`src/rtl/mby_gmm_pkg.sv`:
```
// Shared GMM north types: pod pointer, ring slot, dirty-pod injector FSM state and defaults.
package mby_gmm_pkg;

  localparam int MBY_POD_PTR_W          = 20;
  localparam int MBY_POD_INJ_FIFO_DEPTH = 16;
  localparam int MBY_POD_INJ_STARVE_CYC = 64;

  typedef logic [MBY_POD_PTR_W-1:0] mby_pod_ptr_t;

  typedef struct packed {
    logic         valid;
    mby_pod_ptr_t ptr;
  } mby_pod_ring_slot_t;

  typedef enum logic [1:0] {
    IDLE    = 2'd0,
    ARMED   = 2'd1,
    STALLED = 2'd2
  } mby_pod_inj_state_t;

endpackage

```
`src/rtl/mby_gmm_dirty_pod_inj_if.sv`:
```
// Dirty-pod push channel plus pod pointer ring input/output slots.
interface mby_gmm_dirty_pod_inj_if
  import mby_gmm_pkg::*;
#(
  parameter int POD_PTR_W = MBY_POD_PTR_W
);

  // dp_*: a pointer transfers on a cycle where dp_valid && dp_ready; dp_ptr must be
  // stable while dp_valid is high. The ring has no backpressure: a slot moves every cycle.
  logic                 dp_valid;
  logic [POD_PTR_W-1:0] dp_ptr;
  logic                 dp_ready;
  logic                 ring_in_valid;
  logic [POD_PTR_W-1:0] ring_in_ptr;
  logic                 ring_out_valid;
  logic [POD_PTR_W-1:0] ring_out_ptr;

  modport master (
    output dp_valid, dp_ptr, ring_in_valid, ring_in_ptr,
    input  dp_ready, ring_out_valid, ring_out_ptr
  );

  modport slave (
    input  dp_valid, dp_ptr, ring_in_valid, ring_in_ptr,
    output dp_ready, ring_out_valid, ring_out_ptr
  );

endinterface

```
`src/rtl/mby_gmm_pod_fifo.sv`:
```
// Flop FIFO for dirty pod pointers; DEPTH is a power of 2 so pointers wrap naturally.
module mby_gmm_pod_fifo #(
  parameter int WIDTH = 20,
  parameter int DEPTH = 16
) (
  input  logic                     clk,
  input  logic                     rst,
  input  logic                     push,
  input  logic [WIDTH-1:0]         push_data,
  input  logic                     pop,
  output logic [WIDTH-1:0]         head,
  output logic [$clog2(DEPTH):0]   level
);

  localparam int AW = $clog2(DEPTH);

  logic [WIDTH-1:0] mem [DEPTH];
  logic [AW-1:0]    wr_ptr;
  logic [AW-1:0]    rd_ptr;

  // Caller guarantees push only when not full and pop only when not empty.
  always_ff @(posedge clk or posedge rst) begin
    if (rst) begin
      wr_ptr <= '0;
      rd_ptr <= '0;
      level  <= '0;
    end else begin
      if (push) wr_ptr <= wr_ptr + 1'b1;
      if (pop)  rd_ptr <= rd_ptr + 1'b1;
      case ({push, pop})
        2'b10:   level <= level + 1'b1;
        2'b01:   level <= level - 1'b1;
        default: level <= level;
      endcase
    end
  end

  always_ff @(posedge clk) begin
    if (push) mem[wr_ptr] <= push_data;
  end

  assign head = mem[rd_ptr];

endmodule

```
`src/rtl/mby_gmm_dirty_pod_inj.sv`:
```
// Injects buffered dirty pod pointers into empty slots of the GMM north pod ring.
// Optional MBY_GMM_POD_INJ_STATS_EN adds injection and stall-cycle counters.
module mby_gmm_dirty_pod_inj
  import mby_gmm_pkg::*;
#(
  parameter int POD_PTR_W  = MBY_POD_PTR_W,
  parameter int FIFO_DEPTH = MBY_POD_INJ_FIFO_DEPTH,
  parameter int STARVE_CYC = MBY_POD_INJ_STARVE_CYC
) (
  input  logic                        cclk,
  input  logic                        reset,
  input  logic                        pod_ring_stall_in,
  mby_gmm_dirty_pod_inj_if.slave      bus,
  output logic [$clog2(FIFO_DEPTH):0] fifo_level,
  output logic                        starve_alert,
  output mby_pod_inj_state_t          state_dbg
`ifdef MBY_GMM_POD_INJ_STATS_EN
  ,
  output logic [31:0]                 inj_cnt,
  output logic [31:0]                 stall_cyc_cnt
`endif
);

  localparam int LW = $clog2(FIFO_DEPTH) + 1;
  localparam int CW = $clog2(STARVE_CYC + 1);
  localparam logic [LW-1:0] FULL_LVL   = LW'(FIFO_DEPTH);
  localparam logic [CW-1:0] STARVE_MAX = CW'(STARVE_CYC);

  logic                 dp_ready;
  logic                 push;
  logic                 pop;
  logic [POD_PTR_W-1:0] head;
  logic [LW-1:0]        level_nxt;
  mby_pod_inj_state_t   state_q;
  mby_pod_inj_state_t   state_nxt;
  logic [CW-1:0]        starve_q;
  logic [CW-1:0]        starve_nxt;
  logic                 out_valid_q;
  logic [POD_PTR_W-1:0] out_ptr_q;

  assign dp_ready = (fifo_level != FULL_LVL);
  assign push     = bus.dp_valid && dp_ready;
  // Head is read from the registered level, so a fresh push cannot bypass to the ring.
  assign pop      = !bus.ring_in_valid && (fifo_level != '0) && !pod_ring_stall_in;

  mby_gmm_pod_fifo #(
    .WIDTH (POD_PTR_W),
    .DEPTH (FIFO_DEPTH)
  ) u_fifo (
    .clk       (cclk),
    .rst       (reset),
    .push      (push),
    .push_data (bus.dp_ptr),
    .pop       (pop),
    .head      (head),
    .level     (fifo_level)
  );

  always_comb begin
    level_nxt = fifo_level;
    if (push && !pop)      level_nxt = fifo_level + 1'b1;
    else if (pop && !push) level_nxt = fifo_level - 1'b1;

    state_nxt = ARMED;
    if (level_nxt == '0)        state_nxt = IDLE;
    else if (pod_ring_stall_in) state_nxt = STALLED;

    starve_nxt = starve_q;
    if (pop || state_nxt == IDLE)                        starve_nxt = '0;
    else if (state_q != IDLE && starve_q != STARVE_MAX)  starve_nxt = starve_q + 1'b1;
  end

  always_ff @(posedge cclk or posedge reset) begin
    if (reset) begin
      state_q      <= IDLE;
      starve_q     <= '0;
      starve_alert <= 1'b0;
      out_valid_q  <= 1'b0;
      out_ptr_q    <= '0;
    end else begin
      state_q      <= state_nxt;
      starve_q     <= starve_nxt;
      starve_alert <= (starve_nxt == STARVE_MAX);
      if (bus.ring_in_valid) begin
        out_valid_q <= 1'b1;
        out_ptr_q   <= bus.ring_in_ptr;
      end else if (pop) begin
        out_valid_q <= 1'b1;
        out_ptr_q   <= head;
      end else begin
        out_valid_q <= 1'b0;
      end
    end
  end

`ifdef MBY_GMM_POD_INJ_STATS_EN
  always_ff @(posedge cclk or posedge reset) begin
    if (reset) begin
      inj_cnt       <= '0;
      stall_cyc_cnt <= '0;
    end else begin
      if (pop)                inj_cnt       <= inj_cnt + 1'b1;
      if (state_q == STALLED) stall_cyc_cnt <= stall_cyc_cnt + 1'b1;
    end
  end
`else
  // Without the stats build there is no counter state at all.
`endif

  assign bus.dp_ready       = dp_ready;
  assign bus.ring_out_valid = out_valid_q;
  assign bus.ring_out_ptr   = out_ptr_q;
  assign state_dbg          = state_q;

endmodule
```
`src/flat_wrapper.sv`:
```
// flat-port wrapper written by rule: the top's interface ports become plain ports
module mby_gmm_dirty_pod_inj_flat import mby_gmm_pkg::*;
#(
  parameter int POD_PTR_W  = MBY_POD_PTR_W,
  parameter int FIFO_DEPTH = MBY_POD_INJ_FIFO_DEPTH,
  parameter int STARVE_CYC = MBY_POD_INJ_STARVE_CYC
)
  (cclk, reset, pod_ring_stall_in, fifo_level, starve_alert, state_dbg, bus_dp_valid, bus_dp_ptr, bus_ring_in_valid, bus_ring_in_ptr, bus_dp_ready, bus_ring_out_valid, bus_ring_out_ptr);
  mby_gmm_dirty_pod_inj_if #(.POD_PTR_W(POD_PTR_W)) bus_i ();
  input  logic cclk;
  input  logic reset;
  input  logic pod_ring_stall_in;
  output logic [$clog2(FIFO_DEPTH):0] fifo_level;
  output logic starve_alert;
  output mby_pod_inj_state_t state_dbg;
  input wire logic [$bits(bus_i.dp_valid)-1:0] bus_dp_valid;
  input wire logic [$bits(bus_i.dp_ptr)-1:0] bus_dp_ptr;
  input wire logic [$bits(bus_i.ring_in_valid)-1:0] bus_ring_in_valid;
  input wire logic [$bits(bus_i.ring_in_ptr)-1:0] bus_ring_in_ptr;
  output wire logic [$bits(bus_i.dp_ready)-1:0] bus_dp_ready;
  output wire logic [$bits(bus_i.ring_out_valid)-1:0] bus_ring_out_valid;
  output wire logic [$bits(bus_i.ring_out_ptr)-1:0] bus_ring_out_ptr;
  assign bus_i.dp_valid = bus_dp_valid;
  assign bus_i.dp_ptr = bus_dp_ptr;
  assign bus_i.ring_in_valid = bus_ring_in_valid;
  assign bus_i.ring_in_ptr = bus_ring_in_ptr;
  assign bus_dp_ready = bus_i.dp_ready;
  assign bus_ring_out_valid = bus_i.ring_out_valid;
  assign bus_ring_out_ptr = bus_i.ring_out_ptr;
  mby_gmm_dirty_pod_inj #(.POD_PTR_W(POD_PTR_W), .FIFO_DEPTH(FIFO_DEPTH), .STARVE_CYC(STARVE_CYC)) u_core (.cclk(cclk), .reset(reset), .pod_ring_stall_in(pod_ring_stall_in), .bus(bus_i), .fifo_level(fifo_level), .starve_alert(starve_alert), .state_dbg(state_dbg));
endmodule
```
`config.mk`:
```
export PLATFORM = sky130hd
export DESIGN_NAME = mby_gmm_dirty_pod_inj_flat
export DESIGN_NICKNAME = d
export VERILOG_FILES = /design/src/rtl/mby_gmm_pkg.sv /design/src/rtl/mby_gmm_dirty_pod_inj_if.sv /design/src/rtl/mby_gmm_pod_fifo.sv /design/src/rtl/mby_gmm_dirty_pod_inj.sv /design/src/flat_wrapper.sv
export SDC_FILE = /design/constraint.sdc
export NUM_CORES = 1
export LEC_CHECK = 0
export ABC_AREA = 1
export CAP_MARGIN = 10
export CORE_MARGIN = 10
export CORE_UTILIZATION = 64
export DETAILED_ROUTE_END_ITERATION = 12
export PLACE_DENSITY_LB_ADDON = 0.05
export SLEW_MARGIN = 20
export SYNTH_ARGS = -nofsm -noshare
export SYNTH_HDL_FRONTEND = slang
export SYNTH_SLANG_ARGS = --single-unit
export TNS_END_PERCENT = 100
```
`constraint.sdc`:
```
create_clock -name cclk -period 8.7 [get_ports cclk]
set_input_delay 1.305 -clock cclk [delete_from_list [all_inputs] [get_ports cclk]]
set_output_delay 1.305 -clock cclk [all_outputs]
set_load 0.01 [all_outputs]
```
## Word-level counts from Yosys, hierarchy flattened

Memories as Yosys holds them, arrays and structs flattened.
Index checks and enable logic that the tools add are counted.

- Muxes and demuxes: 13
- Eq/ne operators: 5
- Reduce and logical (&&, ||, !) cells: 17
- Add/sub/neg operators: 5

Operator list:

| operator | number |
|---|---|
| $mux 20 | 2 |
| $mux 7 | 2 |
| $mux 5 | 2 |
| $pmux 5 s2 | 1 |
| $add 4x1->4 const B | 2 |
| $add 7x1->7 const B | 1 |
| $eq 7x7->1 const B | 1 |
| $ne 7x7->1 const B | 1 |
| $logic_and 1x1->1 | 6 |
| $reduce_bool 2->1 | 3 |
| $add 5x1->5 const B | 1 |
| $logic_not 5->1 | 1 |
| $ne 5x5->1 const B | 1 |
| $reduce_bool 5->1 | 1 |
| $sub 5x1->5 const B | 1 |
| $logic_not 1->1 | 4 |
| $mux 1 | 4 |
| $mux 2 | 2 |
| $eq 2x1->1 const B | 1 |
| $eq 2x2->1 const B | 1 |
| $logic_not 2->1 | 1 |
| $logic_or 1x1->1 | 1 |

- Memory bits (writable): 320
- Memories kept: 1
- Register bits after elaboration: 44

Memory list:

| name | depth | bits a word | read ports | clocked after memory_dff | write ports | line | source |
|---|---|---|---|---|---|---|---|
| u_core.u_fifo.mem | 16 | 20 | 1 | 0 | 1 | mby_gmm_pod_fifo.sv:17 | `logic [WIDTH-1:0] mem [DEPTH];` |

## Depth between registers and ports, before layout

Gate-level depths: netlist of run 1.

- Depth in word-level cells: 12
- Gate-level depth with buffers: 18
- Depth with buffers taken out: 17

## By module

From an unflattened synthesis of run 1, not the netlist that was laid out.

- Cells, all modules: 1,327
- Area, all modules: 15,373.5 um2

By module, submodules not included:

| module | cells an instance | times used | area each (um2) |
|---|---|---|---|
| mby_gmm_pod_fifo | 1,118 | 1 | 13,593.0 |
| mby_gmm_dirty_pod_inj | 209 | 1 | 1,780.5 |

## Worst setup path before layout of run 1

Ideal clock, no wire load.

- Path type: input to register
- From: in pod_ring_stall_in
- To: reg u_core.starve_alert
- Data arrival time: 3.230 ns
- Cell stages on the path: 16
- Slack: 5.398 ns
- Cell sequence: inv_1 > nand3_2 > inv_2 > buf_2 > ha_1 > inv_1 > ha_1 > nor2_1 > nand3_1 > nor2_2 > nand2_4 > nand2_2 > nor2_1 > o21ai_0 > nand2_1 > nor2_1

- Longest elaborated chain between the ends: 11
- Elaborated cells on any way between the ends: 14

Ends and longest elaborated chain:

| element | line | source |
|---|---|---|
| start: declaration | flat_wrapper.sv:12 | `input logic pod_ring_stall_in;` |
| $logic_not 1->1 * | mby_gmm_dirty_pod_inj.sv:44 | `assign pop = !bus.ring_in_valid && (fifo_level != '0) && !pod_ring_stall_in;` |
| $logic_and 1x1->1 * | mby_gmm_dirty_pod_inj.sv:44 |  |
| named net u_core.pop | mby_gmm_dirty_pod_inj.sv:31 | `logic pop;` |
| $logic_and 1x1->1 / $logic_not 1->1 (equally long branches) | mby_gmm_dirty_pod_inj.sv:62, mby_gmm_dirty_pod_inj.sv:61 |  |
| $mux 5 / $logic_and 1x1->1 (equally long branches) | mby_gmm_dirty_pod_inj.sv:62, mby_gmm_dirty_pod_inj.sv:61 |  |
| $mux 5 | mby_gmm_dirty_pod_inj.sv:61 | `if (push && !pop) level_nxt = fifo_level + 1'b1;` |
| $logic_not 5->1 | mby_gmm_dirty_pod_inj.sv:65 | `if (level_nxt == '0) state_nxt = IDLE;` |
| $mux 2 | mby_gmm_dirty_pod_inj.sv:65 |  |
| $logic_not 2->1 | mby_gmm_dirty_pod_inj.sv:69 | `if (pop \|\| state_nxt == IDLE) starve_nxt = '0;` |
| $logic_or 1x1->1 * | mby_gmm_dirty_pod_inj.sv:69 |  |
| $mux 7 * | mby_gmm_dirty_pod_inj.sv:69 |  |
| $eq 7x7->1 * | mby_gmm_dirty_pod_inj.sv:83 | `starve_alert <= (starve_nxt == STARVE_MAX);` |
| end signal: assignment | mby_gmm_dirty_pod_inj.sv:83 |  |
| end: declaration | mby_gmm_dirty_pod_inj.sv:15 | `output logic starve_alert,` |

Mark *: on every way through the listed nets, which the timed path passes. The rest lies on a longest branch.
A chain may end at the register's enable or synchronous reset.

## Final worst setup path of run 1

- From: in bus_ring_in_valid
- To: reg u_core.starve_alert

- Longest elaborated chain between the ends: 12
- Elaborated cells on any way between the ends: 14

Ends and longest elaborated chain:

| element | line | source |
|---|---|---|
| start: declaration | flat_wrapper.sv:18 | `input wire logic [$bits(bus_i.ring_in_valid)-1:0] bus_ring_in_valid;` |
| $logic_not 1->1 * | mby_gmm_dirty_pod_inj.sv:44 |  |
| $logic_and 1x1->1 * (2 in series) | mby_gmm_dirty_pod_inj.sv:44 |  |
| $logic_and 1x1->1 / $logic_not 1->1 (equally long branches) | mby_gmm_dirty_pod_inj.sv:62, mby_gmm_dirty_pod_inj.sv:61 |  |
| $mux 5 / $logic_and 1x1->1 (equally long branches) | mby_gmm_dirty_pod_inj.sv:62, mby_gmm_dirty_pod_inj.sv:61 |  |
| $mux 5 | mby_gmm_dirty_pod_inj.sv:61 |  |
| $logic_not 5->1 | mby_gmm_dirty_pod_inj.sv:65 |  |
| $mux 2 | mby_gmm_dirty_pod_inj.sv:65 |  |
| $logic_not 2->1 | mby_gmm_dirty_pod_inj.sv:69 |  |
| $logic_or 1x1->1 * | mby_gmm_dirty_pod_inj.sv:69 |  |
| $mux 7 * | mby_gmm_dirty_pod_inj.sv:69 |  |
| $eq 7x7->1 * | mby_gmm_dirty_pod_inj.sv:83 |  |

Mark *: on every way between the ends. The rest lies on a longest branch, timed or not.

==> metrics.txt, run 1 <==
Root Buffer clkbuf_16; via count 9984; Slew Limit Fails 0; site row count 55; worst skew pair latency 0.52 ns; Crit Path Max Fanout 27; most frequent cells in the layout edfxtp_1 (320), nand2_1 (189), nor2_1 (163); Avg Cell Area, Syn roughly 12 um^2; nets about 1400; DRT iter0 DRCs between 1000 and 1500; clk_skew ~0.017 ns; Crit path required time 9.15 ns; final worst path period share 46.61%; worst slew pin tran 1.077 ns; Core Area 22780 um^2; pwr dens between 300 and 400 nW/um^2; Die Ht 172.8 um; n_diodes 0; Leakage Power between 0.006 and 0.007 uW; RSZ-0062 raised after global routing false; Mapped Area 14950 um^2; CP max stage delay ~0.55 ns; Starting Density 65.62%; # H-tree levels 2; first-pass GRT wire length 55100 um; Placer Congestion between 0.8 and 0.9; buffer and inverter count on the worst path 5; register area 10720 um^2; initial antenna violation count 0; Design Power between 5000 and 6000 uW; remaining global-route overflow 0; worst hold path class flip-flop to flip-flop; Total GRT Usage 23.33%; area leader, netlist edfxtp_1; Async SR Flop Fraction 12.09%; number of gates resized after CTS 0; IO buf count 74; commonest non-fill, non-tap cell in the layout edfxtp_1; hold path cells 2; CTS Hold Bufs 0; Final ANT Viol Nets 0; peak supply drop 0.2360 mV; CTS tree yes; Rel. slew slack 28.18%; critical path class input port to flip-flop; YS warnings 0; arrival time at the worst endpoint 4.50 ns; die width 172.8 um; Fin. Hold Viols 0; vias in the first global route 9510; TritonCTS Buffers 38; Yosys cell types 35; largest net degree at the start of global routing 104; family with the most delay on the worst path buffers and inverters; Worst-path clk slew 0.06 ns; R2R cell count 10; Cell Chain, Critical Path clkdlybuf4s50_1 -> buf_4 -> inv_1 -> nand3_2 -> inv_2 -> ha_1 -> inv_1 -> ha_1 -> nor2_1 -> nand3_1 -> nor2_2 -> nand2_4 -> nand2_2 -> nor2_1 -> o21ai_0 -> nand2_1 -> nor2_1; vias per cell 5.996; Most used DFF post-synth edfxtp_1; share of cells above drive strength 1 under 10%; min Tclk post-route about 4.1 ns; area of the multi-input gates 3700 um^2; Setup TNS 0 ns; WL final 35440 um; Max-Cap Viols 0; ranking of synthesized cells by area edfxtp_1 (64%), dfrtp_1 (7.4%), nand2_1 (4.7%); CP Depth 17; TritonRoute pass-1 iters 5; number of flops mapped to enable cells by yosys 320; postcts setup bufs 0; fmax approximately 0.25 GHz; Final Core Density 75.61%; sequential area share after synthesis 71.65%; Layout area overhead 15.21%; fill cell count ~1500; Bufs on Longest Clock Path 3; synthesis-stage register bit count 364; share of the synthesized area in the top cell type 64.28%; die area 29870 um^2; DPL Wire Length 20240 um; routed len/inst 21.29 um; CP most frequent cell nor2_1; CP Launch Type input port; # setup viols final 0; crit end category flip-flop; IO Pins 75; Syn Inst Count 1251; DRC 0; status finished, final reports clean; clock sinks between 300 and 400; Critical-path top delay cell inv_2; synthesized net count approximately 1300
worst register-to-register path, cell delays in order, from the launching register on:
cell,delay [ns]
dfrtp_4,0.85
inv_4,0.81
buf_4,0.72
nor2_1,0.10
nor2_1,0.10
o21ai_0,0.11
o211ai_1,0.15
nand3_1,0.11
nand2_1,0.08
nand3_1,0.26
nand3_1,0.15
final cells by class:
cell class	count	share of cell area (%)
multi-input combinational	759	21.48
timing repair buffer	97	5.304
sequential	364	62.22
clock buffer	51	6.234
clock inverter	18	1.097
tap	313	2.274
inverter	63	1.388
cells in the mapped netlist (5+ instances only):
cell type  number
edfxtp_1      320
nand2_1       189
nor2_1        179
o21ai_0       134
nand3_1       107
inv_1          57
dfrtp_1        44
o211ai_1       37
a21oi_1        27
clkbuf_1       26
buf_2          25
o21ai_1        21
o22ai_1        15
ha_1           13
xor2_1         10
buf_6           6
nand4_1         6
buf_4           5
flip-flops by register name (all words and copies together) (netlist names):
| name | flops |
|---|---|
| u_core.starve_q | 7 |
| u_core.bus.ring_out_ptr | 20 |
| u_core.state_dbg | 2 |
| u_core.u_fifo.mem | 320 |
| u_core.bus.ring_out_valid | 1 |
| u_core.u_fifo.wr_ptr | 4 |
| u_core.u_fifo.rd_ptr | 4 |
| u_core.u_fifo.level | 5 |
| u_core.starve_alert | 1 |
logic make-up (layout without fill, tap and decap cells):
family | after synthesis | after routing | share of synthesized area [%]
adder cells (fa/ha/maj) | 13 | 13 | 1.088
AND/OR/NAND/NOR | 496 | 496 | 13.89
XOR/XNOR | 11 | 11 | 0.6445
AO/OA/AOI/OAI | 239 | 239 | 8.856
flip-flops | 364 | 364 | 71.65
buffers and inverters | 128 | 229 | 3.867
per-layer routing:
| metal | part of all wire (%) | global-route usage [%] |
|---|---|---|
| met3 | 8.8 | 3.703 |
| met5 | 0 | 0 |
| met2 | 47 | 37.33 |
| met1 | 42 | 32.93 |
| met4 | 2.3 | 6.001 |
worst paths after layout:
path / start / endpoint / slack [ns]
worst max-delay path: bus_ring_in_valid / u_core.starve_alert$_DFF_PP0_ / 4.64
worst min register to register: u_core.bus.ring_out_ptr[9]$_DFFE_PP0P_ / u_core.bus.ring_out_ptr[9]$_DFFE_PP0P_ / 0.50
min in group asynchronous: reset / u_core.bus.ring_out_ptr[13]$_DFFE_PP0P_ / 1.27
max in group asynchronous: reset / u_core.u_fifo.rd_ptr[0]$_DFFE_PP0P_ / 6.94
worst max register to register: u_core.u_fifo.rd_ptr[0]$_DFFE_PP0P_ / u_core.bus.ring_out_ptr[9]$_DFFE_PP0P_ / 5.19
worst min-delay path: u_core.bus.ring_out_ptr[9]$_DFFE_PP0P_ / u_core.bus.ring_out_ptr[9]$_DFFE_PP0P_ / 0.50
power by group:
group / total [uW] / internal, uW / switching [uW]
sequential: 2360 / 2130 / 226
clock: 1620 / 986 / 634
combinational: 1620 / 534 / 1080
per-stage QoR:
| stage | cells | setup slack (ns) | hold WS (ns) | area (um^2) |
|---|---|---|---|---|
| after floorplan | 1251 | 5.398 | 0.5306 | 14950 |
| after global placement | 1596 | 4.232 | 0.4784 | 15960 |
| after detailed placement | 1596 | 4.177 | 0.4870 | 15960 |
| after CTS | 1665 | 4.673 | 0.4998 | 17220 |
| after global routing | 1665 | 4.392 | 0.5316 | 17220 |
| final | 1665 | 4.645 | 0.4950 | 17220 |
No activity file was read; power rests on OpenSTA's default activity.
==> inputs of run 2 (changes only) <==
CORE_UTILIZATION = 54   (was 64)
clock period = 3.4 ns   (was 8.7 ns; I/O delays follow)
==> metrics.txt, run 2 (same netlist as run 1, synthesis figures left out) <==
routed len/inst 21.81 um (+2.5%); site row count 60 (+9.1%); via count 9894 (-0.90%); met1 usage 31.15% (-1.8 points); grt met3 use 4.097% (+0.39 points); final worst path period share 84.82%; die area 34740 um^2 (+16%); IO buf count 74 (unchanged); Root Buffer clkbuf_16; postcts setup bufs 0 (unchanged); CTS tree yes; first-pass GRT wire length 57970 um (+5.2%); Most Used Layer, Global Route met2; Starting Density 55.16% (-10 points); Critical R2R Capture u_core.starve_alert$_DFF_PP0_; CTS Hold Bufs 0 (unchanged); R2R Path Start u_core.u_fifo.level[0]$_DFFE_PP0P_; min Tclk post-route 2.884 ns; buffer and inverter count on the worst path 3 (-2); R2R cell count 17 (+7); Fin. Hold Viols 0 (unchanged); Layout area overhead 16.26%; critical path class flip-flop to flip-flop; Die Ht 186.4 um (+7.8%); number of flip-flops in the largest register 320 (unchanged); number of gates resized after CTS 0 (unchanged); clk_skew 0.01981 ns (+0.003218 ns); commonest non-fill, non-tap cell in the layout edfxtp_1; Bufs on Longest Clock Path 3 (unchanged); IO Pins 75 (unchanged); most flop-heavy register u_core.u_fifo.mem; Worst-path clk slew 0.06 ns (about the same); worst hold path class input port to asynchronous set/reset pin; met2 Use GR 32.12% (-5.2 points); pwr dens 827.5 nW/um^2 (+150%); Rel. slew slack 37.50% (+9.3 points); DRT iter0 DRCs 952 (-25%); # setup viols final 0 (unchanged); Placer Congestion 0.8611 (+0.97%); Crit Path Max Fanout 7 (-74%); Slew Limit Fails 0 (unchanged); status finished, final reports clean; Max-Cap Viols 0 (unchanged); family with the most delay on the worst path simple AND/OR/NAND/NOR gates; remaining global-route overflow 0 (unchanged); CP Launch Type flip-flop; largest net degree at the start of global routing 71 (-32%); Final ANT Viol Nets 0 (unchanged); RSZ-0062 raised after global routing false; flop2flop setup slack 0.52 ns (-4.67 ns); Critical-path top delay cell dfrtp_1; WL final 37930 um (+7.0%); vias in the first global route 9507 (-0.032%); die width 186.4 um (+7.8%); TritonRoute pass-1 iters 5 (unchanged); n_diodes 0 (unchanged); Design Power 14380 uW (+160%); # H-tree levels 2 (unchanged); TritonCTS Buffers 38 (unchanged); initial antenna violation count 0 (unchanged); share of cells above drive strength 1 8.925% (+0.71 points); DRC 0 (unchanged); peak supply drop 0.4888 mV (+110%); clock sinks 364 (unchanged); Core Area 27100 um^2 (+19%); worst slew pin tran 0.9364 ns (-0.1408 ns); Total GRT Usage 21.39% (-1.9 points); crit end category flip-flop; Crit path required time 3.86 ns (-5.29 ns); arrival time at the worst endpoint 3.34 ns (-1.16 ns); most frequent cells in the layout edfxtp_1 (320), nand2_1 (189), nor2_1 (163); nets 1397 (+1.2%); Leakage Power 0.006254 uW (+0.83%); CP max stage delay 0.40 ns (-0.15 ns); Setup TNS 0 ns (unchanged); worst skew pair latency 0.52 ns (about the same); DPL Wire Length 23500 um (+16%); placed cells 1671 (+4.7%); vias per cell 5.689 (-5.1%); Cell Chain, Critical Path inv_1 -> ha_1 -> nand3_1 -> nand3_2 -> inv_2 -> ha_1 -> inv_1 -> ha_1 -> nor2_1 -> nand3_1 -> nor2_2 -> nand2_4 -> nand2_2 -> nor2_1 -> o21ai_0 -> nand2_1 -> nor2_1; Final Non-Filler Cells 1739 (+4.4%); fmax 0.3467 GHz; Final Core Density 64.12% (-11 points)
==> run 2: report_power, final <==
part | internal, uW | total [uW] | leakage [uW] | switching, uW
clock | 2320 | 3960 | 0.000575 | 1640
sequential | 5450 | 5860 | 0.00342 | 411
combinational | 1480 | 4560 | 0.00226 | 3080
==> run 2: worst register-to-register path, delay by kind of cell, from the launching register on <==
kind	cells	cell delay (ns)
adders and majority gates	3	0.88
AOI/OAI and AO/OA	1	0.10
and+or+nand+nor	10	1.06
DFF	1	0.40
buffers and inverters	3	0.39
==> run 2: routing by layer <==
metal | wire [um] | up-vias
li1 | - | 4607
met1 | 16970 | 4852
met2 | 17090 | 378
met3 | 3111 | 57
met4 | 754 | 0
met5 | 0 | -
==> run 2: layout make-up <==
class | count | area, um^2
clock buffer | 48 | 1010
timing repair buffer | 113 | 1084
tap | 372 | 465.4
multi-input combinational | 759 | 3700
inverter | 63 | 239.0
sequential | 364 | 10720
fill | 2103 | 9723
clock inverter | 20 | 165.2
==> run 2: per-stage QoR <==
step                      cell area [um^2]  setup slack (ns)  hold WS (ns)
after global routing                 17380            0.1775        0.4841
after global placement               16200            0.4374        0.4787
after detailed placement             16200            0.4218        0.4842
final                                17380            0.5160        0.4438
after floorplan                      14950            0.5625        0.5306
after CTS                            17380            0.5060        0.4420
==> run 2: how the worst max path moves through the flow <==
stage                     slack [ns]  cells after the start                                from                            end
final                           0.52                     17  u_core.u_fifo.level[0]$_DFFE_PP0P_  u_core.starve_alert$_DFF_PP0_
after global routing            0.18                     17  u_core.u_fifo.level[0]$_DFFE_PP0P_  u_core.starve_alert$_DFF_PP0_
after floorplan                 0.56                     18  u_core.u_fifo.level[0]$_DFFE_PP0P_  u_core.starve_alert$_DFF_PP0_
after CTS                       0.51                     17  u_core.u_fifo.level[0]$_DFFE_PP0P_  u_core.starve_alert$_DFF_PP0_
after detailed placement        0.42                     16                   bus_ring_in_valid  u_core.starve_alert$_DFF_PP0_
after global placement          0.44                     16                   bus_ring_in_valid  u_core.starve_alert$_DFF_PP0_
